[config.mk]
export PLATFORM = sky130hd
export DESIGN_NAME = fpalu_host_seq
export DESIGN_NICKNAME = d
export VERILOG_FILES = /design/src/rtl/fpalu_pkg.sv /design/src/rtl/fpalu_res_deser.sv /design/src/rtl/fpalu_host_seq.sv
export SDC_FILE = /design/constraint.sdc
export NUM_CORES = 1
export LEC_CHECK = 0
export ABC_AREA = 1
export CAP_MARGIN = 25
export CORE_MARGIN = 2
export CORE_UTILIZATION = 40
export CTS_BUF_LIST = sky130_fd_sc_hd__clkbuf_8 sky130_fd_sc_hd__clkbuf_16
export DETAILED_ROUTE_END_ITERATION = 10
export PLACE_DENSITY = 0.71
export SLEW_MARGIN = 20
export SYNTH_ARGS = -nofsm -noshare
export SYNTH_HDL_FRONTEND = slang
export SYNTH_SLANG_ARGS = --single-unit
[constraint.sdc]
create_clock -name clk -period 3.2 [get_ports clk]
set_clock_uncertainty 0.2 [all_clocks]
set_input_delay 0.8 -clock clk [delete_from_list [all_inputs] [get_ports clk]]
set_output_delay 0.8 -clock clk [all_outputs]
set_load 0.005 [all_outputs]
[src/rtl/fpalu_pkg.sv]
// Shared types and constants for the FP ALU host sequencer.
package fpalu_pkg;

  typedef enum logic [2:0] {
    ST_IDLE      = 3'd0,
    ST_START     = 3'd1,
    ST_SEND      = 3'd2,
    ST_WAIT_DONE = 3'd3,
    ST_RECV      = 3'd4,
    ST_HOLD      = 3'd5
  } fpalu_state_e;

  localparam logic [1:0] FPALU_OP_ADD = 2'b00;
  localparam logic [1:0] FPALU_OP_SUB = 2'b01;

  localparam int FPALU_OPERAND_BYTES = 4;
  localparam int FPALU_RESULT_BYTES  = 4;
  localparam int FPALU_TX_BYTES      = 8;

endpackage

[src/rtl/fpalu_res_deser.sv]
// Result collector: packs ALU result bytes LSB-first into one word.
module fpalu_res_deser
  import fpalu_pkg::*;
(
  input  logic                            clk,
  input  logic                            rst,
  input  logic                            clr,
  input  logic                            load,
  input  logic [7:0]                      din,
  output logic [8*FPALU_RESULT_BYTES-1:0] word,
  output logic [2:0]                      cnt,
  output logic                            full
);

  assign full = (cnt == 3'(FPALU_RESULT_BYTES));

  // Loads beyond a full word are dropped so a late done cannot corrupt the result.
  always_ff @(posedge clk) begin
    if (rst || clr) begin
      word <= '0;
      cnt  <= '0;
    end else if (load && !full) begin
      word[{cnt[1:0], 3'b000} +: 8] <= din;
      cnt                           <= cnt + 3'd1;
    end
  end

endmodule

[src/rtl/fpalu_host_seq.sv]
// Host sequencer for the byte-serial FP ALU: command in, 8 operand bytes out, 4 result bytes in.
// Optional WAIT_DONE timeout enabled by defining FPALU_SEQ_TIMEOUT_EN.
module fpalu_host_seq
  import fpalu_pkg::*;
#(
  parameter int TIMEOUT_CYCLES = 32
) (
  input  logic        clk,
  input  logic        rst,
  input  logic        cmd_valid,
  output logic        cmd_ready,
  input  logic [31:0] cmd_a,
  input  logic [31:0] cmd_b,
  input  logic [1:0]  cmd_op,
  output logic        res_valid,
  input  logic        res_ready,
  output logic [31:0] res_data,
  output logic        res_err,
  output logic        alu_start,
  output logic [1:0]  alu_opcode,
  output logic [7:0]  alu_in,
  input  logic [7:0]  alu_out,
  input  logic        alu_done
);

  // Handshakes: a transfer happens on a rising edge where valid and ready are both high;
  // valid and its payload stay stable until that edge.

  localparam logic [2:0] LAST_TX = 3'(FPALU_TX_BYTES - 1);
  localparam logic [2:0] LAST_RX = 3'(FPALU_RESULT_BYTES - 1);

  fpalu_state_e state, state_nxt;

  logic [8*FPALU_TX_BYTES-1:0] tx_word;
  logic [2:0] byte_cnt, byte_nxt;
  logic [2:0] rx_cnt;
  logic       rx_full;
  logic       accept, deser_clr, deser_load, timeout_hit;

  always_ff @(posedge clk) begin
    if (rst) state <= ST_IDLE;
    else     state <= state_nxt;
  end

  always_comb begin
    state_nxt = state;
    case (state)
      ST_IDLE:      if (accept) state_nxt = ST_START;
      ST_START:     state_nxt = ST_SEND;
      ST_SEND:      if (byte_cnt == LAST_TX) state_nxt = ST_WAIT_DONE;
      ST_WAIT_DONE: begin
        if (alu_done)         state_nxt = ST_RECV;
        else if (timeout_hit) state_nxt = ST_HOLD;
      end
      ST_RECV:      if (alu_done && rx_cnt == LAST_RX) state_nxt = ST_HOLD;
      ST_HOLD:      if (res_ready) state_nxt = ST_IDLE;
      default:      state_nxt = ST_IDLE;
    endcase
  end

  always_comb begin
    cmd_ready  = (state == ST_IDLE);
    accept     = cmd_valid && cmd_ready;
    deser_load = alu_done && (state == ST_WAIT_DONE || state == ST_RECV);
    deser_clr  = accept || timeout_hit;
    byte_nxt   = byte_cnt + 3'd1;
  end

  // Operands go out A before B, each LSB first: byte k of {B, A} is driven from edge E(1+k).
  always_ff @(posedge clk) begin
    if (rst) begin
      alu_start  <= 1'b0;
      alu_in     <= '0;
      alu_opcode <= '0;
      tx_word    <= '0;
      byte_cnt   <= '0;
      res_valid  <= 1'b0;
    end else begin
      case (state)
        ST_IDLE: if (accept) begin
          tx_word    <= {cmd_b, cmd_a};
          alu_opcode <= cmd_op;
          alu_start  <= 1'b1;
        end
        ST_START: begin
          alu_start <= 1'b0;
          alu_in    <= tx_word[7:0];
          byte_cnt  <= '0;
        end
        ST_SEND: begin
          if (byte_cnt == LAST_TX) begin
            alu_in <= '0;
          end else begin
            alu_in   <= tx_word[{byte_nxt, 3'b000} +: 8];
            byte_cnt <= byte_nxt;
          end
        end
        ST_WAIT_DONE: if (timeout_hit) res_valid <= 1'b1;
        ST_RECV:      if (alu_done && rx_cnt == LAST_RX) res_valid <= 1'b1;
        ST_HOLD:      if (res_ready) res_valid <= 1'b0;
        default: ;
      endcase
    end
  end

  fpalu_res_deser u_deser (
    .clk  (clk),
    .rst  (rst),
    .clr  (deser_clr),
    .load (deser_load),
    .din  (alu_out),
    .word (res_data),
    .cnt  (rx_cnt),
    .full (rx_full)
  );

`ifdef FPALU_SEQ_TIMEOUT_EN
  localparam int TO_W = (TIMEOUT_CYCLES > 1) ? $clog2(TIMEOUT_CYCLES) : 1;
  logic [TO_W-1:0] to_cnt;

  // A done arriving on the expiry edge wins, so the timeout also requires !alu_done.
  assign timeout_hit = (state == ST_WAIT_DONE) && !alu_done &&
                       (to_cnt == TO_W'(TIMEOUT_CYCLES - 1));

  always_ff @(posedge clk) begin
    if (rst) begin
      to_cnt  <= '0;
      res_err <= 1'b0;
    end else begin
      if (state != ST_WAIT_DONE) to_cnt <= '0;
      else if (!alu_done)        to_cnt <= to_cnt + 1'b1;
      if (timeout_hit)
        res_err <= 1'b1;
      else if (state == ST_RECV && alu_done && rx_cnt == LAST_RX)
        res_err <= 1'b0;
    end
  end
`else
  logic unused_timeout;
  assign timeout_hit    = 1'b0;
  assign res_err        = 1'b0;
  assign unused_timeout = ^TIMEOUT_CYCLES;
`endif

endmodule

==> run summary, run 1 <==
initial antenna violation count: 0
number of global-route vias before repair: 5,020
clk_lat worst skew: 0.42 ns
Achievable Freq: 372.3 MHz
most frequent cells after synthesis: nand2_1 (131), dfxtp_1 (117), a21oi_1 (91), inv_1 (86), o21ai_0 (82)
Max Cap Viol: 0
drt pass-1 iters: 4
register bit total from synthesis: 117
Pins Over Slew Limit: 0
DP Area: 0.006820 mm²
critical path arrival: 1.69 ns
Root Buffer: clkbuf_16
most frequent cell after synthesis: nand2_1
status: finished clean
Hold Path Class: register to register
DRC viols: 0
dpl hpwl: 10,060 µm
crit path kind: register to primary output
clock buffer depth: 2
Num CTS Buffers: 17
sequential element share of the synthesized area: 42.15%
worst-margin pin slew: 0.6390 ns
CP peak stage delay: 0.54 ns
H-tree depth: 4
Netlist cell types: 27
mapped cell area: 0.005557 mm²
die footprint: 0.01485 mm²
Mapped Nets: 846
Comb power frac: 35.8%
CP startpoint kind: register
hold buffer count at cts: 0
Ys Warns: 0
top cell type's share of synthesized area: 42.15%
worst path buffer plus inverter count: 2
Setup Fix Bufs, Post-CTS: 0
crit-path cells: inv_2, nand2_2, nor2_4, clkdlybuf4s50_1
Wirelength per Cell: 14.02 µm
Area Overhead vs Synth: 33.08%
Setup crit end kind: primary output
switching share of power: 36.92%
asr flop ratio synth: 0%
layout cells sized above 1: 10.33%
power density over cell area: 797.2 mW/mm²
Peak supply drop: 0.0003607 V
first-pass GRT wire length: 24,140 µm
Mapped Avg Cell Area: 7.321 µm²
Post-CTS Resized: 0
clock slew at reported path FFs: 0.05 ns
Setup TNS: 0 ns
Cells after Synth: 759
worst relative slew slack: 57.40%
internal power: 0.003718 W
final hold violations: 0
Synth Area in Simple Gates: 25.02%
CP max-delay cell: clkdlybuf4s50_1
number of diodes: 0
gpl congestion: 0.8456
minimum clock period: 2.686 ns
post-synthesis adder-cell area fraction: 1.801%
Sink Count: 117
area fraction in compound gates after synthesis: 19.37%
Required @ worst endpoint: 2.20 ns
Synth Flop Type: dfxtp_1
Die W: 121.9 µm
CTS tree: yes
IO Pins: 125
Worst Path Max Fanout: 8
Core Region: 0.01372 mm²
WL final: 14,740 µm
IO buf count: 123
post-synthesis xor/xnor area fraction: 0%
post-synthesis mux area share: 0%
Die H: 121.9 µm
DR vias: 5,216
Total Power: 0.005895 W
RSZ-0062 raised after global routing: false
post-layout util: 53.90%
Tcrit/Tclk final: 83.93%
endpoints failing setup: 0
Tot GR Track Use: 20.63%
Post-synth EDFFs: 0
Finished Cell Area: 0.007395 mm²
num rows: 43
1st-iter DRT viols: 346
grt total ovfl: 0
part of the power in registers: 33.4%
starting density of the core: 40.50%
largest area contributor in the netlist: dfxtp_1
synth top area cells: dfxtp_1 (42%), nand2_1 (8.8%), a21oi_1 (8.2%)
ANT nets after route: 0
Top Family by Delay on Critical Path: buffers and inverters
largest net degree at the start of global routing: 72
LEAKAGE: 2.849 nW
largest family of logic cells by synthesized area: simple AND/OR/NAND/NOR gates
Clock power frac: 30.7%
nets: 945
DR vias/cell: 4.963
Psw: 0.002177 W
[worst min-delay path: cells and delay by family (launching register included)]
kind | cells | cell delay (ns)
AO/OA/AOI/OAI | 1 | 0.05
buffers and inverters | 1 | 0.06
flip-flops | 1 | 0.29
[cell type report]
| cell class | count | area (µm²) |
|---|---|---|
| clock buffers | 22 | 494.2 |
| clock inverters | 10 | 80.08 |
| fillers | 1320 | 6325 |
| inverters | 91 | 341.6 |
| multi-input cells | 499 | 2575 |
| flip-flops and latches | 117 | 2342 |
| well taps | 180 | 225.2 |
| repair buffers | 132 | 1336 |
[state kept, by name, indices dropped and copies added, names as in the netlist]
register / count
res_valid: 1
state: 3
byte_cnt: 3
tx_word: 64
alu_in: 8
alu_start: 1
u_deser.cnt: 3
u_deser.word: 32
alu_opcode: 2
[kinds of logic (layout without fill, tap and decap cells)]
kind of cell	count (synthesis)	count (layout)
compound gates	200	200
fa+ha+maj	8	8
buf+inv	143	255
flops	117	117
other cells	1	1
simple gates	290	290
[layout by cell type, fill, tap and decap left out, drive strengths merged]
cell / netlist / routed
a21oi: 111 / 111
buf: 30 / 9
bufinv: 0 / 1
clkbuf: 22 / 22
clkdlybuf4s50: 0 / 123
clkinv: 2 / 7
clkinvlp: 0 / 3
conb: 1 / 1
dfxtp: 117 / 117
ha: 8 / 8
inv: 89 / 90
nand2: 135 / 135
nand3: 100 / 100
nand3b: 2 / 2
nand4: 4 / 4
nor2: 46 / 46
nor3: 3 / 3
o21ai: 89 / 89
[power groups by stage]
stage | sequential, W | combinational [W] | clock [W]
after global routing | 0.00201 | 0.00239 | 0.00190
after global placement | 0.00199 | 0.00207 | 0
after floorplan | 0.00194 | 0.00157 | 0
final | 0.00197 | 0.00211 | 0.00181
after detailed placement | 0.00200 | 0.00209 | 0
after CTS | 0.00197 | 0.00212 | 0.00184
[worst paths after layout]
check | endpoint | from | slack, ns | depth (start not counted)
worst max register to register | alu_in[5] | byte_cnt[0] | 0.63 | 6
worst max-delay path | cmd_ready | state[1] | 0.51 | 4
worst min register to register | tx_word[43] | tx_word[43] | 0.25 | 2
worst min-delay path | tx_word[43] | tx_word[43] | 0.25 | 2
[metrics by stage]
step                      hold WS (ns)  setup WS (ns)  cells
after detailed placement        0.2433         0.4775   1019
after CTS                       0.2519         0.5055   1051
after global routing            0.2689         0.4084   1051
after floorplan                 0.2287          1.283    759
after global placement          0.2392         0.5290   1019
final                           0.2514         0.5143   1051
[layer usage]
layer	share of wire, %	vias up	track usage (%)	routed length (µm)
met4	1.4	0	6.178	202
met2	45	136	32.68	6617
met3	6.1	15	5.852	895
met1	48	2390	27.34	7024
li1	-	2675	-	-
met5	0	-	0	0
No activity file was read; power rests on OpenSTA's default activity.
==> run 2, diff against run 1 <==
--- a/config.mk
+++ b/config.mk
@@ -11,7 +11,7 @@
 export CORE_UTILIZATION = 40
 export CTS_BUF_LIST = sky130_fd_sc_hd__clkbuf_8 sky130_fd_sc_hd__clkbuf_16
 export DETAILED_ROUTE_END_ITERATION = 10
-export PLACE_DENSITY = 0.71
+export PLACE_DENSITY = 0.73
 export SLEW_MARGIN = 20
 export SYNTH_ARGS = -nofsm -noshare
 export SYNTH_HDL_FRONTEND = slang
==> constraint.sdc (replaced) <==
create_clock -name clk -period 2.25 [get_ports clk]
set_clock_uncertainty 0.2 [all_clocks]
set_input_delay 0.5625 -clock clk [delete_from_list [all_inputs] [get_ports clk]]
set_output_delay 0.5625 -clock clk [all_outputs]
set_load 0.005 [all_outputs]
==> run summary, run 2 (synthesis results as in run 1) <==
clock slew at reported path FFs: 0.05 ns (about the same)
Root Buffer: clkbuf_16
H-tree depth: 4 (unchanged)
Tot GR Track Use: 20.46% (-0.16 points)
endpoints failing setup: 0 (unchanged)
CP Depth: 1 (-3)
CTS tree: yes
crit-path cells: clkdlybuf4s50_1
layout cells sized above 1: 11.75% (+1.4 points)
1st-iter DRT viols: 408 (+18%)
worst relative slew slack: 66.91% (+9.5 points)
most common cell after layout, fill and taps aside: nand2_1
worst-margin pin slew: 0.4933 ns (-0.1457 ns)
Sink Count: 117 (unchanged)
Required @ worst endpoint: 1.49 ns (-0.71 ns)
biggest regs: tx_word (64), u_deser.word (32), alu_in (8)
starting density of the core: 40.50% (unchanged)
Pins Over Slew Limit: 0 (unchanged)
Wirelength per Cell: 13.82 µm (-1.5%)
DRC viols: 0 (unchanged)
gpl congestion: 0.8637 (+2.1%)
Placement Setup Slack: 0.09552 ns (-0.3819 ns)
CP max-delay cell: clkdlybuf4s50_1
LEAKAGE: 2.943 nW (+3.3%)
critical path arrival: 1.30 ns (-0.39 ns)
dpl hpwl: 10,280 µm (+2.2%)
number of global-route vias before repair: 5,010 (-0.20%)
power density over cell area: 1136 mW/mm² (+42%)
Peak supply drop: 0.0007558 V (+110%)
largest net degree at the start of global routing: 76 (+5.6%)
commonest cells after routing, fill and taps aside: nand2_1 (131), clkdlybuf4s50_1 (122), dfxtp_1 (117), a21oi_1 (91), inv_1 (88)
num rows: 43 (unchanged)
RSZ-0062 raised after global routing: false
Hold Path Class: register to register
Die H: 121.9 µm (unchanged)
Worst Setup Slack, final: 0.1872 ns (-0.3271 ns)
clock buffer depth: 2 (unchanged)
Achievable Freq: 484.8 MHz
ANT nets after route: 0 (unchanged)
CP startpoint kind: register
status: finished clean
worst path buffer plus inverter count: 1 (-1)
drt pass-1 iters: 7 (+3)
Top Family by Delay on Critical Path: buffers and inverters
DR vias: 5,338 (+2.3%)
nets: 960 (+1.6%)
Area Overhead vs Synth: 36.03%
Hold Path Depth: 2 (unchanged)
Die W: 121.9 µm (unchanged)
hold buffer count at cts: 0 (unchanged)
Core Region: 0.01372 mm² (unchanged)
R2R depth: 6 (unchanged)
Reg with most FFs: tx_word
Max Cap Viol: 0 (unchanged)
WL final: 14,720 µm (-0.14%)
Tcrit/Tclk final: 91.68%
clk_lat worst skew: 0.41 ns (about the same)
Setup crit end kind: primary output
crit path kind: register to primary output
Setup TNS: 0 ns (unchanged)
first-pass GRT wire length: 24,050 µm (-0.40%)
initial antenna violation count: 0 (unchanged)
IO buf count: 123 (unchanged)
grt total ovfl: 0 (unchanged)
CP peak stage delay: 0.52 ns (-0.02 ns)
number of diodes: 0 (unchanged)
Min Hold Slack: 0.2511 ns (-0.0002950 ns)
minimum clock period: 2.063 ns
IO Pins: 125 (unchanged)
DR vias/cell: 5.012 (+0.99%)
Largest register FFs: 64 (unchanged)
Worst Path Max Fanout: 2 (-6)
die footprint: 0.01485 mm² (unchanged)
Num CTS Buffers: 17 (unchanged)
final hold violations: 0 (unchanged)
[run 2: metal layers]
metal / share of wire, % / global-route usage (%) / vias to the layer above
li1: - / - / 2700
met1: 46 / 26.58 / 2454
met2: 47 / 33.24 / 164
met3: 6.3 / 5.571 / 20
met4: 1.6 / 6.178 / 0
met5: 0 / 0 / -
[run 2: path summary, 6_finish.rpt]
path | start | end | slack, ns
worst min register to register | tx_word[25] | tx_word[25] | 0.25
worst max register to register | u_deser.cnt[1] | u_deser.word[22] | 0.29
worst min-delay path | tx_word[25] | tx_word[25] | 0.25
worst max-delay path | u_deser.word[2] | res_data[2] | 0.19
[run 2: worst register-to-register path, stage by stage (launching register included)]
cell and delay, ns:
dfxtp_1 0.37, inv_1 0.11, ha_1 0.27, nand2_1 0.25, nand4_1 0.38, nand2_1 0.21
a21oi_2 0.07
[run 2: power by group]
part	leakage, nW	internal, W	switching [W]
Combinational	1.70	0.00120	0.00201
Clock	0.286	0.00169	0.000919
Sequential	0.958	0.00257	0.000190
Total	2.94	0.00546	0.00312
[run 2: per-stage QoR]
step / utilization, % / cell area [µm²] / total power [W] / std cells
after detailed placement: 50.84 / 6975 / 0.005961 / 1033
after global routing: 55.09 / 7559 / 0.009173 / 1065
after floorplan: - / 5557 / 0.004979 / 759
after global placement: 50.84 / 6975 / 0.005929 / 1033
final: 55.09 / 7559 / 0.008586 / 1065
after CTS: 55.09 / 7559 / 0.008605 / 1065
[run 2: cell type report]
type	instances	area, µm²
Clock inverter	11	110.1
Sequential cell	117	2342
Multi-Input combinational cell	499	2575
Inverter	91	341.6
Tap cell	180	225.2
Fill cell	1272	6161
Timing Repair Buffer	147	1498
Clock buffer	20	466.7
[run 2: what timing repair did]
action | in CTS | in global routing
setup buffers | 1 | 0
gates resized for setup | 1 | 0
endpoints found under the setup margin | 1 | 0
